`src/rtl/ct_ifu_icache_tag_req_arb_if.sv`:
```
// ============================================================================
// Module   : ct_ifu_icache_tag_req_arb_if
// Brief    : Request/grant and tag-array access bundle for the icache tag arbiter.
// Revision : 1.0 - initial release
// ============================================================================
`default_nettype none

interface ct_ifu_icache_tag_req_arb_if;
    logic        cp0_ifu_icache_inv_req;
    logic        ifu_icache_inv_done;

    logic        refill_tag_wr_vld;
    logic [15:0] refill_tag_index;
    logic        refill_tag_way;
    logic [27:0] refill_tag_value;
    logic        refill_tag_wr_gnt;

    logic        lru_upd_vld;
    logic [15:0] lru_upd_index;
    logic        lru_upd_bit;
    logic        lru_upd_gnt;

    logic        fetch_tag_rd_vld;
    logic [15:0] fetch_tag_index;
    logic        fetch_tag_rd_gnt;

    logic [15:0] ifu_icache_index;
    logic        ifu_icache_tag_cen_b;
    logic        ifu_icache_tag_clk_en;
    logic [58:0] ifu_icache_tag_din;
    logic [2:0]  ifu_icache_tag_wen;

    modport slave (
        input  cp0_ifu_icache_inv_req,
        input  refill_tag_wr_vld, refill_tag_index, refill_tag_way, refill_tag_value,
        input  lru_upd_vld, lru_upd_index, lru_upd_bit,
        input  fetch_tag_rd_vld, fetch_tag_index,
        output ifu_icache_inv_done,
        output refill_tag_wr_gnt, lru_upd_gnt, fetch_tag_rd_gnt,
        output ifu_icache_index, ifu_icache_tag_cen_b, ifu_icache_tag_clk_en,
        output ifu_icache_tag_din, ifu_icache_tag_wen
    );

    modport master (
        output cp0_ifu_icache_inv_req,
        output refill_tag_wr_vld, refill_tag_index, refill_tag_way, refill_tag_value,
        output lru_upd_vld, lru_upd_index, lru_upd_bit,
        output fetch_tag_rd_vld, fetch_tag_index,
        input  ifu_icache_inv_done,
        input  refill_tag_wr_gnt, lru_upd_gnt, fetch_tag_rd_gnt,
        input  ifu_icache_index, ifu_icache_tag_cen_b, ifu_icache_tag_clk_en,
        input  ifu_icache_tag_din, ifu_icache_tag_wen
    );
endinterface

`default_nettype wire

```
`src/rtl/ct_ifu_icache_tag_req_arb.sv`:
```
// ============================================================================
// Module   : ct_ifu_icache_tag_req_arb
// Brief    : Icache tag-array port arbiter with invalidate-all sweep after reset.
// Revision : 1.0 - initial release
// ============================================================================
`default_nettype none

module ct_ifu_icache_tag_req_arb #(
    parameter int WIDTH = 12
) (
    input  logic                                forever_cpuclk,
    input  logic                                cpurst,
    ct_ifu_icache_tag_req_arb_if.slave          bus
);

    localparam int              CNT_W    = WIDTH - 4;
    localparam logic [CNT_W-1:0] CNT_LAST = {CNT_W{1'b1}};
    localparam logic [CNT_W-1:0] CNT_ONE  = {{(CNT_W-1){1'b0}}, 1'b1};

    localparam logic [0:0] SWEEP = 1'b0;
    localparam logic [0:0] IDLE  = 1'b1;

    logic [0:0]       r_state;
    logic [CNT_W-1:0] r_cnt;
    logic             w_sweep;
    logic             w_last;

    // Reset forces the set-0 sweep write combinationally so the array sees it
    // even while the state register still holds a stale value.
    assign w_sweep = cpurst | (r_state == SWEEP);
    assign w_last  = (r_cnt == CNT_LAST);

    always_ff @(posedge forever_cpuclk) begin
        if (cpurst) begin
            r_state <= SWEEP;
            r_cnt   <= '0;
        end else begin
            case (r_state)
                SWEEP: begin
                    if (w_last) begin
                        r_state <= IDLE;
                        r_cnt   <= '0;
                    end else begin
                        r_cnt   <= r_cnt + CNT_ONE;
                    end
                end
                IDLE: begin
                    if (bus.cp0_ifu_icache_inv_req) begin
                        r_state <= SWEEP;
                        r_cnt   <= '0;
                    end
                end
                default: begin
                    r_state <= SWEEP;
                    r_cnt   <= '0;
                end
            endcase
        end
    end

    always_comb begin
        bus.ifu_icache_inv_done   = 1'b0;
        bus.refill_tag_wr_gnt     = 1'b0;
        bus.lru_upd_gnt           = 1'b0;
        bus.fetch_tag_rd_gnt      = 1'b0;
        bus.ifu_icache_index      = 16'd0;
        bus.ifu_icache_tag_cen_b  = 1'b1;
        bus.ifu_icache_tag_clk_en = 1'b0;
        bus.ifu_icache_tag_wen    = 3'b111;
        bus.ifu_icache_tag_din    = 59'd0;

        if (w_sweep) begin
            bus.ifu_icache_tag_cen_b  = 1'b0;
            bus.ifu_icache_tag_clk_en = 1'b1;
            bus.ifu_icache_tag_wen    = 3'b000;
            if (!cpurst) begin
                bus.ifu_icache_index[WIDTH:5] = r_cnt;
                bus.ifu_icache_inv_done       = w_last;
            end
        end else if (bus.refill_tag_wr_vld) begin
            bus.refill_tag_wr_gnt     = 1'b1;
            bus.ifu_icache_index      = bus.refill_tag_index;
            bus.ifu_icache_tag_cen_b  = 1'b0;
            bus.ifu_icache_tag_clk_en = 1'b1;
            if (bus.refill_tag_way) begin
                bus.ifu_icache_tag_din[57:29] = {1'b1, bus.refill_tag_value};
                bus.ifu_icache_tag_wen        = 3'b101;
            end else begin
                bus.ifu_icache_tag_din[28:0]  = {1'b1, bus.refill_tag_value};
                bus.ifu_icache_tag_wen        = 3'b110;
            end
        end else if (bus.lru_upd_vld) begin
            bus.lru_upd_gnt            = 1'b1;
            bus.ifu_icache_index       = bus.lru_upd_index;
            bus.ifu_icache_tag_cen_b   = 1'b0;
            bus.ifu_icache_tag_clk_en  = 1'b1;
            bus.ifu_icache_tag_din[58] = bus.lru_upd_bit;
            bus.ifu_icache_tag_wen     = 3'b011;
        end else if (bus.fetch_tag_rd_vld) begin
            bus.fetch_tag_rd_gnt      = 1'b1;
            bus.ifu_icache_index      = bus.fetch_tag_index;
            bus.ifu_icache_tag_cen_b  = 1'b0;
            bus.ifu_icache_tag_clk_en = 1'b1;
        end
    end

endmodule

`default_nettype wire

```
`src/flat_wrapper.sv`:
```
// flat-port wrapper written by rule: the top's interface ports become plain ports
module ct_ifu_icache_tag_req_arb_flat 
#(
    parameter int WIDTH = 12
)
  (forever_cpuclk, cpurst, bus_cp0_ifu_icache_inv_req, bus_refill_tag_wr_vld, bus_refill_tag_index, bus_refill_tag_way, bus_refill_tag_value, bus_lru_upd_vld, bus_lru_upd_index, bus_lru_upd_bit, bus_fetch_tag_rd_vld, bus_fetch_tag_index, bus_ifu_icache_inv_done, bus_refill_tag_wr_gnt, bus_lru_upd_gnt, bus_fetch_tag_rd_gnt, bus_ifu_icache_index, bus_ifu_icache_tag_cen_b, bus_ifu_icache_tag_clk_en, bus_ifu_icache_tag_din, bus_ifu_icache_tag_wen);
  ct_ifu_icache_tag_req_arb_if bus_i ();
  input  logic forever_cpuclk;
  input  logic cpurst;
  input wire logic [$bits(bus_i.cp0_ifu_icache_inv_req)-1:0] bus_cp0_ifu_icache_inv_req;
  input wire logic [$bits(bus_i.refill_tag_wr_vld)-1:0] bus_refill_tag_wr_vld;
  input wire logic [$bits(bus_i.refill_tag_index)-1:0] bus_refill_tag_index;
  input wire logic [$bits(bus_i.refill_tag_way)-1:0] bus_refill_tag_way;
  input wire logic [$bits(bus_i.refill_tag_value)-1:0] bus_refill_tag_value;
  input wire logic [$bits(bus_i.lru_upd_vld)-1:0] bus_lru_upd_vld;
  input wire logic [$bits(bus_i.lru_upd_index)-1:0] bus_lru_upd_index;
  input wire logic [$bits(bus_i.lru_upd_bit)-1:0] bus_lru_upd_bit;
  input wire logic [$bits(bus_i.fetch_tag_rd_vld)-1:0] bus_fetch_tag_rd_vld;
  input wire logic [$bits(bus_i.fetch_tag_index)-1:0] bus_fetch_tag_index;
  output wire logic [$bits(bus_i.ifu_icache_inv_done)-1:0] bus_ifu_icache_inv_done;
  output wire logic [$bits(bus_i.refill_tag_wr_gnt)-1:0] bus_refill_tag_wr_gnt;
  output wire logic [$bits(bus_i.lru_upd_gnt)-1:0] bus_lru_upd_gnt;
  output wire logic [$bits(bus_i.fetch_tag_rd_gnt)-1:0] bus_fetch_tag_rd_gnt;
  output wire logic [$bits(bus_i.ifu_icache_index)-1:0] bus_ifu_icache_index;
  output wire logic [$bits(bus_i.ifu_icache_tag_cen_b)-1:0] bus_ifu_icache_tag_cen_b;
  output wire logic [$bits(bus_i.ifu_icache_tag_clk_en)-1:0] bus_ifu_icache_tag_clk_en;
  output wire logic [$bits(bus_i.ifu_icache_tag_din)-1:0] bus_ifu_icache_tag_din;
  output wire logic [$bits(bus_i.ifu_icache_tag_wen)-1:0] bus_ifu_icache_tag_wen;
  assign bus_i.cp0_ifu_icache_inv_req = bus_cp0_ifu_icache_inv_req;
  assign bus_i.refill_tag_wr_vld = bus_refill_tag_wr_vld;
  assign bus_i.refill_tag_index = bus_refill_tag_index;
  assign bus_i.refill_tag_way = bus_refill_tag_way;
  assign bus_i.refill_tag_value = bus_refill_tag_value;
  assign bus_i.lru_upd_vld = bus_lru_upd_vld;
  assign bus_i.lru_upd_index = bus_lru_upd_index;
  assign bus_i.lru_upd_bit = bus_lru_upd_bit;
  assign bus_i.fetch_tag_rd_vld = bus_fetch_tag_rd_vld;
  assign bus_i.fetch_tag_index = bus_fetch_tag_index;
  assign bus_ifu_icache_inv_done = bus_i.ifu_icache_inv_done;
  assign bus_refill_tag_wr_gnt = bus_i.refill_tag_wr_gnt;
  assign bus_lru_upd_gnt = bus_i.lru_upd_gnt;
  assign bus_fetch_tag_rd_gnt = bus_i.fetch_tag_rd_gnt;
  assign bus_ifu_icache_index = bus_i.ifu_icache_index;
  assign bus_ifu_icache_tag_cen_b = bus_i.ifu_icache_tag_cen_b;
  assign bus_ifu_icache_tag_clk_en = bus_i.ifu_icache_tag_clk_en;
  assign bus_ifu_icache_tag_din = bus_i.ifu_icache_tag_din;
  assign bus_ifu_icache_tag_wen = bus_i.ifu_icache_tag_wen;
  ct_ifu_icache_tag_req_arb #(.WIDTH(WIDTH)) u_core (.forever_cpuclk(forever_cpuclk), .cpurst(cpurst), .bus(bus_i));
endmodule
```
`config.mk`:
```
export PLATFORM = sky130hd
export DESIGN_NAME = ct_ifu_icache_tag_req_arb_flat
export DESIGN_NICKNAME = d
export VERILOG_FILES = /design/src/rtl/ct_ifu_icache_tag_req_arb_if.sv /design/src/rtl/ct_ifu_icache_tag_req_arb.sv /design/src/flat_wrapper.sv
export SDC_FILE = /design/constraint.sdc
export NUM_CORES = 1
export LEC_CHECK = 0
export ABC_AREA = 1
export CORE_ASPECT_RATIO = 1.2
export CORE_MARGIN = 2
export CORE_UTILIZATION = 24
export DETAILED_ROUTE_END_ITERATION = 10
export PLACE_DENSITY = 0.79
export SYNTH_ARGS = -nofsm -noshare
export SYNTH_HDL_FRONTEND = slang
export SYNTH_SLANG_ARGS = --single-unit
```
`constraint.sdc`:
```
create_clock -name forever_cpuclk -period 1.2 [get_ports forever_cpuclk]
set_input_delay 0.18 -clock forever_cpuclk [delete_from_list [all_inputs] [get_ports forever_cpuclk]]
set_output_delay 0.18 -clock forever_cpuclk [all_outputs]
set_load 0.01 [all_outputs]
```
# Word-level counts from Yosys, hierarchy flattened
# Cells that the tools add are included.
[op_classes] bitwise=2 n_mux=41 n_eq_ne=2 add_sub_neg=1
[ops] op="$mux W59" n=1
[ops] op="$mux W29" n=2
[ops] op="$mux W58" n=1
[ops] op="$mux W16" n=3
[ops] op="$mux W8" n=4
[ops] op="$mux W1" n=22
[ops] op="$pmux W8 S2" n=1
[ops] op="$mux W3" n=4
[ops] op="$add A8 B1 Y8 const B" n=1
[ops] op="$eq A8 B8 Y1 const B" n=1
[ops] op="$mux W5" n=1
[ops] op="$mux W2" n=1
[ops] op="$ne A2 B2 Y1 const B" n=1
[ops] op="$pmux W1 S2" n=1
[ops] op="$not A1 Y1" n=1
[ops] op="$or A1 B1 Y1" n=1
[word_totals] reg_bits=9 elab_cells=48 input_bits=84 output_inout_bits=84

# Longest topological paths before layout
[depth] ltp_word=4 mapped_depth=8 mapped_depth_nobuf=8

# Least setup slack after synthesis
# OpenSTA, ideal clock, no wires.
[synth_path] path_kind="register -> output" start="register u_core.r_state" end="output port bus_ifu_icache_tag_din[19]" required_time_ns=1.020 setup_slack_ns=-0.133 path_buffers=3 arrival_time_ns=1.153 path_stages_with_launch=8 cell_sequence="dfxtp_1 buf_4 nand2_4 nor2_4 nand2_1 buf_2 buf_6 nor2_1"
[synth_via] elab_chain_len=3
[synth_rtl] item="from (decl)" line="ct_ifu_icache_tag_req_arb.sv:23" rtl="logic [0:0] r_state;"
[synth_rtl] item="from (signal assigned)" line="ct_ifu_icache_tag_req_arb.sv:35" rtl="r_state <= SWEEP;"
[synth_rtl] item="from (signal assigned)" line="ct_ifu_icache_tag_req_arb.sv:41" rtl="r_state <= IDLE;"
[synth_rtl] item="from (signal assigned)" line="ct_ifu_icache_tag_req_arb.sv:49" rtl="r_state <= SWEEP;"
[synth_rtl] item="$not A1 Y1" line="ct_ifu_icache_tag_req_arb.sv:30" rtl="assign w_sweep = cpurst | (r_state == SWEEP);"
[synth_rtl] item="$or A1 B1 Y1" line="ct_ifu_icache_tag_req_arb.sv:30"
[synth_rtl] item="$mux W59" line="ct_ifu_icache_tag_req_arb.sv:72" rtl="if (w_sweep) begin"
[synth_rtl] item="to (decl)" line="flat_wrapper.sv:27" rtl="output wire logic [$bits(bus_i.ifu_icache_tag_din)-1:0] bus_ifu_icache_tag_din;"
# Every way passes these cells.

# Final worst setup path
[layout_path] start="register u_core.r_state" end="output port bus_ifu_icache_tag_din[29]"
# Same word-level chain as after synthesis.

==> PnR_summary.wiki <==
{| class="wikitable"
! Metric !! Value
|-
| Area growth from synthesis to layout || 200%
|-
| Launching instance or port of the critical path || u_core.r_state
|-
| Core outline area || about 5300 um2
|-
| Max Transition Viols Final || 0
|-
| Worst Min Path Start || u_core.r_cnt[3]
|-
| Proportion of layout cells with a drive suffix above 1 || between 40% and 50%
|-
| Maximum net fanout on the critical path || 7
|-
| Post-synthesis instance area || ~1300 um2
|-
| Actual transition at the worst max-transition pin || about 0.22 ns
|-
| Total of hold buffers inserted after clock tree synthesis || 0
|-
| Highest clock rate || between 600 and 700 MHz
|-
| Initial DRC count || 87
|-
| Clock Root Buffer || sky130_fd_sc_hd__clkbuf_8
|-
| Nature of the critical path startpoint || flip-flop
|-
| Setup repair after global routing missed its margin || yes
|-
| Total number of nets in the final design || 556
|-
| CTS tree || yes
|-
| Fraction of the yosys area taken by sequential cells || a little over an eighth
|-
| Detail Route Antenna Nets || 0
|-
| Net count after synthesis || around 360
|-
| Via Count || between 2k and 3k
|-
| Number of failing hold endpoints at the final stage || 0
|-
| Netlist cell types || 26
|-
| Overall die area || roughly 6000 um2
|-
| Fin crit period || roughly 1.6 ns
|-
| Setup TNS || -26.70 ns
|-
| Number of H-tree levels || 1
|-
| Clock transition at the register clock pins on the worst setup and hold paths after CTS || about 0.05 ns
|-
| Max-cap violation count || 0
|-
| First-pass detailed-route iteration total || 4
|-
| Gate count of the mapped netlist || 270
|-
| Result of the run || finished with violations
|-
| Overall global routing resource usage || between 20% and 30%
|-
| Leak pwr || approximately 1.8 nW
|-
| Height of the die || between 80 and 90 um
|-
| Via/cell ratio || approximately 4.8
|-
| Ordered list of cells on the worst path || nand2_4 -> nor2_4 -> nand2_4 -> buf_16 -> nor2_1 -> buf_2
|-
| DP HPWL || between 5000 and 6000 um
|-
| Relative slew margins || roughly 85%
|-
| Num ports || between 150 and 200
|-
| First-pass GRT wire length || ~12000 um
|-
| Worst endpoint required time || 1.02 ns
|-
| Worst min path class || reg -> reg
|-
| Yosys warning total || 0
|-
| Vias in the first global route || roughly 2.5k
|-
| Cts bufs inserted || 3
|-
| ANT cells || 0
|-
| Drc violations || 0
|-
| Failing checks || negative setup slack
|-
| Overall overflow remaining after global route || 0
|-
| Routed wirelength normalized by instance count || 15.6 um
|-
| Maximum single-stage delay on the critical path || between 0.3 and 0.4 ns
|-
| Average size of a mapped cell || roughly 4.9 um2
|-
| Critical Path Sink Type || output port
|-
| Total of flip-flops plus latches after synthesis || 9
|-
| Final worst-path cycle share || 131%
|-
| Final weighted congestion in routability-driven placement || 0.938
|-
| Initial antenna violation count || 0
|-
| Final setup violation count || between 90 and 100
|-
| Maximum buffer depth of the clock tree || 2
|-
| Startpoint of the worst register-to-register path || u_core.r_state
|-
| CP Data Arrival Time || roughly 1.4 ns
|-
| Final WS setup || -0.378 ns
|-
| Areal power density over the cells || ~320 nW/um2
|-
| Maximum vdd ir drop || approximately 0.00042 V
|-
| Count of buffers from port buffering || 167
|-
| Crit path top cell by count || sky130_fd_sc_hd__nand2_4
|-
| Clk_skew || approximately 0.009 ns
|-
| Type of the worst setup path || reg -> out
|-
| Cell with the biggest individual delay on the critical path || sky130_fd_sc_hd__dfxtp_4
|-
| Die W || approximately 72 um
|-
| Effective utilization at floorplan || 25.0%
|-
| Sinks on Clock Net || 9
|-
| Final core area utilization || 75.0%
|-
| Clock insertion delay at the later pin of the skew report || between 0.2 and 0.25 ns
|-
| Pin count of the biggest net entering global routing || 16
|-
| Routed WL || slightly above 8000 um
|-
| Count of standard-cell rows || 29
|}
## what timing repair did
item,CTS,global route
setup buffers,4,1
gates resized for setup,444,68
endpoints found under the setup margin,93,93
cloned,5,2
pin swaps,13,12
## placed cells by master, fill, tap and decap left out, types with 2 or more instances in the layout
cell,instances
sky130_fd_sc_hd__a21oi_1,7
sky130_fd_sc_hd__nand2_2,5
sky130_fd_sc_hd__inv_1,37
sky130_fd_sc_hd__nand4_1,2
sky130_fd_sc_hd__nor2_2,14
sky130_fd_sc_hd__buf_12,4
sky130_fd_sc_hd__buf_4,28
sky130_fd_sc_hd__nand2_1,62
sky130_fd_sc_hd__nor2_1,14
sky130_fd_sc_hd__buf_16,3
sky130_fd_sc_hd__dlygate4sd2_1,3
sky130_fd_sc_hd__nor2_4,48
sky130_fd_sc_hd__clkbuf_8,3
sky130_fd_sc_hd__a31oi_1,11
sky130_fd_sc_hd__buf_6,56
sky130_fd_sc_hd__nand3_1,4
sky130_fd_sc_hd__dfxtp_2,5
sky130_fd_sc_hd__clkinvlp_4,2
sky130_fd_sc_hd__o21ai_0,13
sky130_fd_sc_hd__a21oi_2,4
sky130_fd_sc_hd__clkdlybuf4s50_1,78
sky130_fd_sc_hd__dfxtp_1,3
sky130_fd_sc_hd__nand2_4,4
sky130_fd_sc_hd__a31oi_4,4
sky130_fd_sc_hd__buf_2,33
sky130_fd_sc_hd__clkbuf_16,2
sky130_fd_sc_hd__inv_2,4
## per-stage QoR
step	instance area (um2)	cells	total power [mW]	setup WS, ns	hold WS [ns]
3_3_place_gp	3460	516	0.817	-0.893	0.502
4_1_cts	3630	529	1.21	-0.326	0.547
5_1_grt	4000	532	1.30	-0.447	0.557
2_1_floorplan	1560	270	0.461	-0.0791	0.357
3_5_place_dp	3460	516	0.824	-0.920	0.549
6_report	4000	532	1.26	-0.378	0.526
## final timing paths
check	to	slack (ns)	depth (start not counted)
setup / recovery	bus_ifu_icache_tag_din[29]	-0.38	6
hold / removal	u_core.r_cnt[3]	0.53	2
setup reg to reg	u_core.r_cnt[4]	-0.30	8
hold reg to reg	u_core.r_cnt[3]	0.53	2
## synthesized netlist by cell type
cell type | n | area, um2
sky130_fd_sc_hd__dfxtp_1 | 9 | 180
sky130_fd_sc_hd__a31oi_1 | 15 | 93.8
sky130_fd_sc_hd__nor2_2 | 1 | 6.26
sky130_fd_sc_hd__a21boi_0 | 1 | 7.51
sky130_fd_sc_hd__nor3_2 | 1 | 10.0
sky130_fd_sc_hd__nand3b_1 | 1 | 7.51
sky130_fd_sc_hd__clkbuf_1 | 1 | 3.75
sky130_fd_sc_hd__inv_1 | 44 | 165
sky130_fd_sc_hd__and3_1 | 1 | 6.26
sky130_fd_sc_hd__xor2_1 | 1 | 8.76
sky130_fd_sc_hd__nor2_4 | 1 | 11.3
sky130_fd_sc_hd__buf_6 | 3 | 33.8
sky130_fd_sc_hd__buf_2 | 6 | 30.0
sky130_fd_sc_hd__ha_1 | 1 | 12.5
sky130_fd_sc_hd__buf_4 | 3 | 22.5
sky130_fd_sc_hd__nand2_1 | 70 | 263
sky130_fd_sc_hd__nand2_4 | 1 | 11.3
sky130_fd_sc_hd__a21oi_1 | 12 | 60.1
sky130_fd_sc_hd__o21ai_0 | 13 | 65.1
sky130_fd_sc_hd__nand4_1 | 2 | 12.5
sky130_fd_sc_hd__buf_1 | 1 | 3.75
sky130_fd_sc_hd__nand3_1 | 5 | 25.0
sky130_fd_sc_hd__nor2_1 | 74 | 278
sky130_fd_sc_hd__inv_2 | 1 | 3.75
sky130_fd_sc_hd__a22o_1 | 1 | 8.76
sky130_fd_sc_hd__nor3_1 | 1 | 5.00
## logic make-up (layout without fill, tap and decap cells)
family / after synthesis / after routing / synth area share (%)
flops: 9 / 9 / 13.5
fa+ha+maj: 1 / 1 / 0.937
buf+inv: 59 / 259 / 19.7
compound gates: 42 / 42 / 17.6
simple gates: 158 / 158 / 47.6
xor+xnor: 1 / 1 / 0.656
## flip-flops by register name, summed over array words and instances, names as in the netlist
signal          cells
u_core.r_state      1
u_core.r_cnt        8
## power by group
part | switching [mW] | internal [mW]
Sequential | 0.0125 | 0.308
Clock | 0.136 | 0.228
Combinational | 0.246 | 0.332
Total | 0.395 | 0.867
## worst max-delay path, delay by kind of cell, from the launching register on
kind	cells	cell delay [ns]
DFF	1	0.36
and+or+nand+nor	4	0.47
buffers and inverters	2	0.32
## cell type report
class / instances / area, um2
flip-flops and latches: 9 / 190
well taps: 62 / 77.6
repair buffers: 209 / 2050
multi-input cells: 202 / 1440
clock inverters: 1 / 5.00
clock buffers: 3 / 41.3
fillers: 382 / 1340
repair inverters: 1 / 7.51
inverters: 45 / 185
## layer usage
layer | global-route usage [%] | vias up | routed length, um
met2 | 47.7 | 140 | 4540
met4 | 3.77 | 0 | 128
met1 | 25.8 | 1177 | 2830
met3 | 5.76 | 16 | 775
met5 | 0 | - | 0
li1 | - | 1232 | -
(Power assumes the default switching activity.)
